<file path="src/rtl/sram_boot_loader_pkg.sv">
// Shared constants for the SRAM boot loader: FSM encoding, SRAM select
// values, full-word lane mask and a byte-lane insertion helper.
package sram_boot_pkg;

  localparam int unsigned ST_W = 3;

  // Legacy-compatible state constants
  localparam logic [ST_W-1:0] ST_IDLE  = 3'd0;
  localparam logic [ST_W-1:0] ST_CLEAR = 3'd1;
  localparam logic [ST_W-1:0] ST_LOAD  = 3'd2;
  localparam logic [ST_W-1:0] ST_FLUSH = 3'd3;
  localparam logic [ST_W-1:0] ST_DONE  = 3'd4;

  localparam logic MEM_SEL_ISRAM = 1'b0;
  localparam logic MEM_SEL_DSRAM = 1'b1;

  localparam logic [3:0] WE_ALL = 4'hF;

  // Drop a byte into its big-endian lane: index 0 -> [31:24] ... 3 -> [7:0]
  function automatic logic [31:0] put_byte(input logic [31:0] w,
                                           input logic [1:0]  idx,
                                           input logic [7:0]  b);
    logic [31:0] r;
    r = w;
    case (idx)
      2'd0: r[31:24] = b;
      2'd1: r[23:16] = b;
      2'd2: r[15:8]  = b;
      default: r[7:0] = b;
    endcase
    return r;
  endfunction

endpackage

</file>
<file path="src/rtl/sram_boot_loader_if.sv">
// Byte-stream + SPRAM write-port bundle for the boot loader.
//   s_valid/s_data/s_last/s_ready : byte source handshake (bridge -> loader)
//   mem_cs/mem_sel/mem_we/mem_addr/mem_wdata : shared SRAM write port
// master = loader side, slave = bridge/SRAM side.
interface sram_boot_if #(
  parameter int unsigned AW = 14
) ();

  logic          s_valid;
  logic [7:0]    s_data;
  logic          s_last;
  logic          s_ready;

  logic          mem_cs;
  logic          mem_sel;
  logic [3:0]    mem_we;
  logic [AW-1:0] mem_addr;
  logic [31:0]   mem_wdata;

  modport master (
    input  s_valid, s_data, s_last,
    output s_ready, mem_cs, mem_sel, mem_we, mem_addr, mem_wdata
  );

  modport slave (
    output s_valid, s_data, s_last,
    input  s_ready, mem_cs, mem_sel, mem_we, mem_addr, mem_wdata
  );

endinterface

</file>
<file path="src/rtl/sram_boot_packer.sv">
// Byte-to-word packer. Collects big-endian bytes into a 32-bit word.
//   hclk, hrst_b : clock, async active-low reset
//   clr          : restart packing from byte 0 with an empty word
//   accept       : byte handshake this cycle
//   byte_in      : accepted byte
//   last         : accepted byte ends the image
//   full_c       : this handshake completes a word (word-ready pulse)
//   word_c       : word including the byte being accepted; unfilled lanes 0
module sram_boot_packer
  import sram_boot_pkg::*;
(
  input  logic        hclk,
  input  logic        hrst_b,
  input  logic        clr,
  input  logic        accept,
  input  logic [7:0]  byte_in,
  input  logic        last,
  output logic        full_c,
  output logic [31:0] word_c
);

  logic [1:0]  idx;
  logic [31:0] sr;

  // Combinational view lets the write strobe follow the 4th byte by one cycle
  always_comb begin
    word_c = put_byte(sr, idx, byte_in);
    full_c = accept & (idx == 2'd3);
  end

  // A completed or terminated word leaves the packer empty for the next one
  always_ff @(posedge hclk or negedge hrst_b) begin
    if (!hrst_b) begin
      idx <= 2'd0;
      sr  <= 32'd0;
    end else if (clr) begin
      idx <= 2'd0;
      sr  <= 32'd0;
    end else if (accept) begin
      if (full_c || last) begin
        idx <= 2'd0;
        sr  <= 32'd0;
      end else begin
        idx <= idx + 2'd1;
        sr  <= word_c;
      end
    end
  end

endmodule

</file>
<file path="src/rtl/sram_boot_loader.sv">
// Boot-image loader: zero-fills the data SRAM, streams a byte image into the
// instruction SRAM as 32-bit words, then releases the CPU core reset.
//   hclk, hrst_b : clock, async active-low reset
//   start        : one-cycle pulse, starts a boot sequence from IDLE
//   bus          : byte stream in + SRAM write port out
//   cpu_rst_b    : CPU core reset, released one cycle after DONE entry
//   busy         : CLEAR / LOAD / FLUSH
//   done         : DONE
//   ovf          : sticky, image larger than the instruction SRAM
module sram_boot_loader
  import sram_boot_pkg::*;
#(
  parameter int unsigned AW        = 14,
  parameter int unsigned CLR_WORDS = 16384
) (
  input  logic        hclk,
  input  logic        hrst_b,
  input  logic        start,
  sram_boot_if.master bus,
  output logic        cpu_rst_b,
  output logic        busy,
  output logic        done,
  output logic        ovf
);

  // One extra bit so the counter can reach 2**AW without wrapping
  localparam int unsigned CW = AW + 1;

  logic [ST_W-1:0] state, state_nxt;
  logic [CW-1:0]   cnt, cnt_nxt;

  logic            s_ready_q, s_ready_nxt;
  logic            mem_cs_q, mem_cs_nxt;
  logic            mem_sel_q, mem_sel_nxt;
  logic [3:0]      mem_we_q, mem_we_nxt;
  logic [AW-1:0]   mem_addr_q, mem_addr_nxt;
  logic [31:0]     mem_wdata_q, mem_wdata_nxt;
  logic            busy_nxt, done_nxt, ovf_nxt;

  logic            accept_c;
  logic            pk_clr_c;
  logic            full_c;
  logic [31:0]     word_c;

  assign accept_c = bus.s_valid & s_ready_q;

  sram_boot_packer u_packer (
    .hclk    (hclk),
    .hrst_b  (hrst_b),
    .clr     (pk_clr_c),
    .accept  (accept_c),
    .byte_in (bus.s_data),
    .last    (bus.s_last),
    .full_c  (full_c),
    .word_c  (word_c)
  );

  // Next-state and next-output logic
  always_comb begin
    state_nxt     = state;
    cnt_nxt       = cnt;
    s_ready_nxt   = 1'b0;
    mem_cs_nxt    = 1'b0;
    mem_sel_nxt   = mem_sel_q;
    mem_addr_nxt  = mem_addr_q;
    mem_wdata_nxt = mem_wdata_q;
    ovf_nxt       = ovf;
    pk_clr_c      = 1'b0;

    case (state)
      ST_IDLE: begin
        if (start) begin
          // First clear write is issued together with the CLEAR entry
          state_nxt     = ST_CLEAR;
          pk_clr_c      = 1'b1;
          ovf_nxt       = 1'b0;
          cnt_nxt       = CW'(1);
          mem_cs_nxt    = 1'b1;
          mem_sel_nxt   = MEM_SEL_DSRAM;
          mem_addr_nxt  = '0;
          mem_wdata_nxt = 32'd0;
        end
      end

      ST_CLEAR: begin
        if (cnt == CW'(CLR_WORDS)) begin
          state_nxt   = ST_LOAD;
          cnt_nxt     = '0;
          s_ready_nxt = 1'b1;
        end else begin
          mem_cs_nxt    = 1'b1;
          mem_sel_nxt   = MEM_SEL_DSRAM;
          mem_addr_nxt  = cnt[AW-1:0];
          mem_wdata_nxt = 32'd0;
          cnt_nxt       = cnt + CW'(1);
        end
      end

      ST_LOAD: begin
        s_ready_nxt = 1'b1;
        if (accept_c && (full_c || bus.s_last)) begin
          // Writes past the top of the SRAM are dropped, counter saturates
          if (cnt[AW]) begin
            ovf_nxt = 1'b1;
          end else begin
            mem_cs_nxt    = 1'b1;
            mem_sel_nxt   = MEM_SEL_ISRAM;
            mem_addr_nxt  = cnt[AW-1:0];
            mem_wdata_nxt = word_c;
            cnt_nxt       = cnt + CW'(1);
          end
        end
        // FLUSH is the cycle that carries the final write, aligned or not
        if (accept_c && bus.s_last) begin
          state_nxt   = ST_FLUSH;
          s_ready_nxt = 1'b0;
        end
      end

      ST_FLUSH: state_nxt = ST_DONE;

      ST_DONE: state_nxt = ST_DONE;

      default: state_nxt = ST_IDLE;
    endcase

    mem_we_nxt = mem_cs_nxt ? WE_ALL : 4'h0;
    busy_nxt   = (state_nxt == ST_CLEAR) || (state_nxt == ST_LOAD) ||
                 (state_nxt == ST_FLUSH);
    done_nxt   = (state_nxt == ST_DONE);
  end

  // State and registered outputs
  always_ff @(posedge hclk or negedge hrst_b) begin
    if (!hrst_b) begin
      state       <= ST_IDLE;
      cnt         <= '0;
      s_ready_q   <= 1'b0;
      mem_cs_q    <= 1'b0;
      mem_sel_q   <= 1'b0;
      mem_we_q    <= 4'h0;
      mem_addr_q  <= '0;
      mem_wdata_q <= 32'd0;
      busy        <= 1'b0;
      done        <= 1'b0;
      ovf         <= 1'b0;
      cpu_rst_b   <= 1'b0;
    end else begin
      state       <= state_nxt;
      cnt         <= cnt_nxt;
      s_ready_q   <= s_ready_nxt;
      mem_cs_q    <= mem_cs_nxt;
      mem_sel_q   <= mem_sel_nxt;
      mem_we_q    <= mem_we_nxt;
      mem_addr_q  <= mem_addr_nxt;
      mem_wdata_q <= mem_wdata_nxt;
      busy        <= busy_nxt;
      done        <= done_nxt;
      ovf         <= ovf_nxt;
      // Core reset lifts one cycle after done
      cpu_rst_b   <= done;
    end
  end

  assign bus.s_ready   = s_ready_q;
  assign bus.mem_cs    = mem_cs_q;
  assign bus.mem_sel   = mem_sel_q;
  assign bus.mem_we    = mem_we_q;
  assign bus.mem_addr  = mem_addr_q;
  assign bus.mem_wdata = mem_wdata_q;

endmodule

</file>
<file path="src/flat_wrapper.sv">
// flat-port wrapper written by rule: the top's interface ports become plain ports
module sram_boot_loader_flat import sram_boot_pkg::*;
#(
  parameter int unsigned AW        = 14,
  parameter int unsigned CLR_WORDS = 16384
)
  (hclk, hrst_b, start, cpu_rst_b, busy, done, ovf, bus_s_valid, bus_s_data, bus_s_last, bus_s_ready, bus_mem_cs, bus_mem_sel, bus_mem_we, bus_mem_addr, bus_mem_wdata);
  sram_boot_if #(.AW(AW)) bus_i ();
  input  logic hclk;
  input  logic hrst_b;
  input  logic start;
  output logic cpu_rst_b;
  output logic busy;
  output logic done;
  output logic ovf;
  input wire logic [$bits(bus_i.s_valid)-1:0] bus_s_valid;
  input wire logic [$bits(bus_i.s_data)-1:0] bus_s_data;
  input wire logic [$bits(bus_i.s_last)-1:0] bus_s_last;
  output wire logic [$bits(bus_i.s_ready)-1:0] bus_s_ready;
  output wire logic [$bits(bus_i.mem_cs)-1:0] bus_mem_cs;
  output wire logic [$bits(bus_i.mem_sel)-1:0] bus_mem_sel;
  output wire logic [$bits(bus_i.mem_we)-1:0] bus_mem_we;
  output wire logic [$bits(bus_i.mem_addr)-1:0] bus_mem_addr;
  output wire logic [$bits(bus_i.mem_wdata)-1:0] bus_mem_wdata;
  assign bus_i.s_valid = bus_s_valid;
  assign bus_i.s_data = bus_s_data;
  assign bus_i.s_last = bus_s_last;
  assign bus_s_ready = bus_i.s_ready;
  assign bus_mem_cs = bus_i.mem_cs;
  assign bus_mem_sel = bus_i.mem_sel;
  assign bus_mem_we = bus_i.mem_we;
  assign bus_mem_addr = bus_i.mem_addr;
  assign bus_mem_wdata = bus_i.mem_wdata;
  sram_boot_loader #(.AW(AW), .CLR_WORDS(CLR_WORDS)) u_core (.hclk(hclk), .hrst_b(hrst_b), .start(start), .bus(bus_i), .cpu_rst_b(cpu_rst_b), .busy(busy), .done(done), .ovf(ovf));
endmodule
</file>
<file path="config.mk">
export PLATFORM = sky130hd
export DESIGN_NAME = sram_boot_loader_flat
export DESIGN_NICKNAME = d
export VERILOG_FILES = /design/src/rtl/sram_boot_loader_pkg.sv /design/src/rtl/sram_boot_loader_if.sv /design/src/rtl/sram_boot_packer.sv /design/src/rtl/sram_boot_loader.sv /design/src/flat_wrapper.sv
export SDC_FILE = /design/constraint.sdc
export NUM_CORES = 1
export LEC_CHECK = 0
export CORE_MARGIN = 5
export CORE_UTILIZATION = 35
export CTS_CLUSTER_SIZE = 16
export DETAILED_ROUTE_END_ITERATION = 16
export PLACE_DENSITY = 0.62
export SLEW_MARGIN = 20
export SYNTH_ARGS = -nofsm -noshare
export SYNTH_HDL_FRONTEND = slang
export SYNTH_SLANG_ARGS = --single-unit
</file>
<file path="constraint.sdc">
create_clock -name hclk -period 2.05 [get_ports hclk]
set_input_delay 0.5125 -clock hclk [delete_from_list [all_inputs] [get_ports hclk]]
set_output_delay 0.5125 -clock hclk [all_outputs]
set_load 0.01 [all_outputs]
</file>
Word-level counts from Yosys, hierarchy flattened
Index checks and enable logic that the tools add are counted.
{"block": "classes", "shifts": 0, "mul": 0, "addsub": 2, "eq_ne": 17, "magnitude_cmp": 0, "bitwise": 2, "muxes": 48, "div": 0, "reduce_logical": 16}
{"operator": "$mux 32", "n": 7}
{"operator": "$pmux 32 s3", "n": 1}
{"operator": "$mux 15", "n": 4}
{"operator": "$mux 14", "n": 4}
{"operator": "$pmux 15 s3", "n": 1}
{"operator": "$pmux 14 s3", "n": 1}
{"operator": "$mux 8", "n": 4}
{"operator": "$add 15x1->15 const B", "n": 1}
{"operator": "$eq 15x15->1 const B", "n": 1}
{"operator": "$mux 1", "n": 14}
{"operator": "$eq 3x2->1 const B", "n": 4}
{"operator": "$pmux 3 s4", "n": 1}
{"operator": "$mux 3", "n": 3}
{"operator": "$reduce_and 4->1", "n": 2}
{"operator": "$eq 3x1->1 const B", "n": 2}
{"operator": "$eq 3x3->1 const B", "n": 2}
{"operator": "$mux 2", "n": 3}
{"operator": "$ne 2x2->1 const B", "n": 3}
{"operator": "$pmux 1 s3", "n": 2}
{"operator": "$reduce_and 5->1", "n": 1}
{"operator": "$eq 2x2->1 const B", "n": 2}
{"operator": "$mux 4", "n": 1}
{"operator": "$ne 2x1->1 const B", "n": 2}
{"operator": "$pmux 1 s2", "n": 2}
{"operator": "12 further kinds", "n": 17}
{"block": "word_totals", "regBits": 109, "mem_bits_rw": 0, "rom_bits": 0, "mem_count": 0, "latchBits": 0, "in_bits": 13, "out_inout_bits": 57}

Depth between registers and ports, before layout
Gate-level depths: netlist of the first run.
{"block": "depth", "word_depth": 7, "mapped_depth": 10, "ltp_nobuf": 10}

Cells and area by module
Synthesis of the first run repeated with hierarchy kept, for this count alone.
{"block": "hier_totals", "hier_cells": 494, "area_unflattened_um2": 5173.7}
{"mod": "sram_boot_loader", "cells_each": 374, "area_each_um2": 3449.6, "n_inst": 1}
{"mod": "sram_boot_packer", "cells_each": 120, "area_each_um2": 1724.2, "n_inst": 1}

Worst setup path after synthesis of the first run
No wires, ideal clock.
{"block": "synth_path", "path_kind": "register to register", "from": "register u_core.state[2]", "to": "register u_core.mem_wdata_q[30], in the netlist u_core.bus.mem_wdata[30]", "path_buffers": 3, "arrival_ns": 2.020, "period_less_slack_ns": 2.147, "required_ns": 1.923, "slack_ns": -0.097, "setup_time_ns": 0.127, "stages_incl_launch_ff": 8, "cell_sequence": "dfrtp_1 buf_6 or3b_1 buf_2 or3_4 o211ai_4 buf_6 mux2_1"}
{"block": "synth_via", "elab_chain_len": 3, "elab_cells_between_ends": 10, "cone_classes": "eq/ne (6); mux (1); reduce/logical (3)"}
{"item": "from (decl)", "line": "sram_boot_loader.sv:29", "source": "logic [ST_W-1:0] state, state_nxt;"}
{"item": "from (signal assigned)", "line": "sram_boot_loader.sv:149", "source": "state <= state_nxt;"}
{"item": "$eq 3x2->1 (tied with other cells)", "line": "sram_boot_loader.sv:70", "source": "case (state)"}
{"item": "$ne 2x2->1 (no source line) (tied with other cells)"}
{"item": "$reduce_and 5->1 (no source line)"}
{"item": "to (signal assigned)", "line": "sram_boot_loader.sv:156", "source": "mem_wdata_q <= mem_wdata_nxt;"}
{"item": "to (decl)", "line": "sram_boot_loader.sv:37", "source": "logic [31:0] mem_wdata_q, mem_wdata_nxt;"}
Several ways; a longest one is shown, not always the timed one.
A chain may end at the register's enable or synchronous reset.

Worst setup path in the final report of the first run
{"block": "layout_path", "from": "register u_core.state[2]", "to": "register u_core.mem_wdata_q[16], in the netlist u_core.bus.mem_wdata[16]"}
The elaborated chain is that of the path after synthesis.

==> results of run 1 <==
==> Yosys cell counts (all sizes together) <==
cell     instances
a31oi            2
nand3b           1
o311ai           4
nor3             3
o32a             1
o31ai            3
a22oi           33
dfrtp          105
o21ai           26
a21oi           10
o21bai           1
nor2            74
a32o             1
o32ai            1
and4             2
inv             24
nand2b           5
o2bb2ai          1
nand2           19
mux2            32
nor4b            3
ha               8
and2             7
or3b             3
o22ai            3
buf             29
o211ai           2
clkbuf          13
or3              2
or4b             1
nand3           28
and3             1
nand4            2
o22a             1
or4              1
mux2i           32
nor4             1
==> metrics by stage <==
| stage | setup WS, ns | setup TNS (ns) |
|---|---|---|
| after floorplan | -0.0910 | -2.50 |
| after global placement | -0.457 | -27.17 |
| after detailed placement | -0.487 | -29.34 |
| after CTS | -0.0489 | -0.523 |
| after global routing | -0.0596 | -1.06 |
| final | -0.0301 | -0.280 |
==> final timing paths <==
check | to | depth (start not counted) | slack, ns | startpoint
max | u_core.bus.mem_wdata[16] | 6 | -0.03 | u_core.state[2]
max in group asynchronous | u_core.bus.mem_wdata[12] | 2 | 1.32 | hrst_b
min in group hclk | u_core.cpu_rst_b | 0 | 0.38 | u_core.done
min | u_core.bus.mem_addr[3] | 1 | 0.13 | hrst_b
min reg2reg | u_core.cpu_rst_b | 0 | 0.38 | u_core.done
max reg2reg | u_core.bus.mem_wdata[16] | 6 | -0.03 | u_core.state[2]
==> cell type report <==
type                            count  area share [%]
Clock inverter                      7            1.09
Sequential cell                   105            37.5
Multi-Input combinational cell    314            32.8
Inverter                           24            1.28
Clock buffer                        9            3.21
Timing Repair Buffer              144            20.9
Tap cell                          184            3.28
==> kinds of logic (layout without fill, tap and decap cells) <==
| kind of cell | Yosys count | count (layout) | synth area share (%) |
|---|---|---|---|
| and+or+nand+nor | 153 | 153 | 13.8 |
| DFF | 105 | 105 | 50.5 |
| AOI/OAI and AO/OA | 89 | 89 | 11.9 |
| buffers and inverters | 66 | 184 | 6.61 |
| muxes | 64 | 64 | 15.2 |
| adders and majority gates | 8 | 8 | 1.92 |
==> registers in the layout, summed over array words and instances, names as in the netlist <==
register,flops
u_core.u_packer.idx,2
u_core.ovf,1
u_core.done,1
u_core.busy,1
u_core.bus.mem_sel,1
u_core.bus.mem_addr,14
u_core.u_packer.sr,32
u_core.bus.mem_wdata,32
u_core.state,3
u_core.cnt,15
u_core.bus.mem_we,1
u_core.cpu_rst_b,1
u_core.bus.s_ready,1
==> where the power goes <==
group	internal, mW	switching, mW
combinational	2.34	2.11
sequential	2.30	0.156
clock	0.959	0.824
total	5.59	3.09
==> timing repair <==
action | CTS | global route
setup endpoints to repair | 43 | 50
pin swaps | 4 | 7
setup buffers | 10 | 3
resized for setup | 11 | 21
cloned | 1 | 4
==> per-layer routing <==
layer	GRT usage, %	routed length (um)
met3	5.15	758
met4	3.26	87
met2	23.6	6240
met5	0	0
met1	20.4	6410
==> worst max-delay path, cell delays in order, from the launching register on <==
cell and delay [ns]:
dfrtp_1 0.40, or3b_4 0.41, or3_4 0.40, o211ai_4 0.13, buf_12 0.18, clkbuf_16 0.15, mux2_4 0.29
==> impl_metrics.json, run 1 <==
{
  "status": "finished, violations left",
  "violations": "negative setup slack",
  "fmax_mhz": 481,
  "overflow": 0,
  "yosys_warnings": 0,
  "initial_core_util_pct": 35.8,
  "drc": 0,
  "drv_slew": 0,
  "postCtsHoldBufs": 0,
  "die_w_um": 132,
  "yosysSeqAreaShare_pct": 50.5,
  "ir_worst_vdd_v": 0.000710,
  "cp-end-kind": "flop",
  "ios": 70,
  "setup_viol": 18,
  "num_rows": 44,
  "hold_viol": 0,
  "grt_util_all_layers_pct": 15.1,
  "hpwl_mm": 8.96,
  "clk_pin_slew_ns": 0.07,
  "period_needed_ns": 2.08,
  "drive_gt1_share_pct": 23.9,
  "cap_violations": 0,
  "placed_area_um2": 6380,
  "vias_per_cell": 5.10,
  "insertion_delay_ns": 0.35,
  "path_max_fanout": 5,
  "seq_area_um2": 2630,
  "dieHeight_um": 132,
  "grt_max_degree": 43,
  "holdCritPathClass": "in2async",
  "cts_made_buffers": 9,
  "cts.path.max_buffers": 2,
  "ant_nets": 0,
  "cts.sink_count": 105,
  "via_count": 4016,
  "cp.arrival_ns": 2.32,
  "crit_required_ns": 2.29,
  "post-route-worst-setup-slack_ns": -0.0301,
  "place.gp.congestion": 0.837,
  "final_cell_mix": "dfrtp_1, nor2_1, clkdlybuf4s50_1, buf_4, a22oi_1",
  "h-tree-depth": 3,
  "synth_area_um2": 5200,
  "synthTopCellsByArea": "dfrtp_1, mux2_4, mux2i_1, nor2_1, a22oi_1",
  "routed_wl_mm": 13.5,
  "synth_top_area_share_pct": 50.5,
  "grt_pass1_vias": 4181,
  "synth_top_area_cell": "dfrtp_1",
  "multi_input_area_um2": 2300,
  "worstMarginPinSlew_ns": 0.534,
  "cts_root_buf": "clkbuf_16",
  "syn_inst": 485,
  "rsz0062_at_grt": "true",
  "drt_pre_antenna_iters": 5,
  "syn_area_per_cell_um2": 10.7,
  "io_buffers": 69,
  "drt_iter0_drc": 307,
  "critical_path_class": "reg2reg",
  "power_density_nw_per_um2": 1240,
  "wl_per_cell_um": 17.1,
  "synth-seq-cells": 105,
  "max-slew-margin-rel_pct": 64.4,
  "grt_pass1_wl_mm": 21.5,
  "nFillCells": 1338,
  "final_common_cell": "dfrtp_1",
  "post-route-util_pct": 48.3,
  "die-area_um2": 17400,
  "cts_tree": "built",
  "whs_ns": 0.129,
  "finalPower_mw": 8.69,
  "diodes": 0,
  "final_cells": 787,
  "syn_nets": 506,
  "yosys.cell_types.count": 50,
  "area_growth_pct": 34.8,
  "dp_cells": 753,
  "total_leakage_power_nw": 3.11,
  "stdcell_area_um2": 7010,
  "core_um2": 14500,
  "skew_ns": 0.0102,
  "worstSetupStartpointType": "flop",
  "antenna_found_initial": 0,
  "period_share_pct": 101,
  "fin_nets": 619
}
Note: power is estimated with default switching activity, not from simulation.
==> run 2, diff against run 1 <==
- GPL_ROUTABILITY_DRIVEN: default -> 0
==> results of run 2 <==
No change in the layout: final DEF, timing and power equal those of run 1.
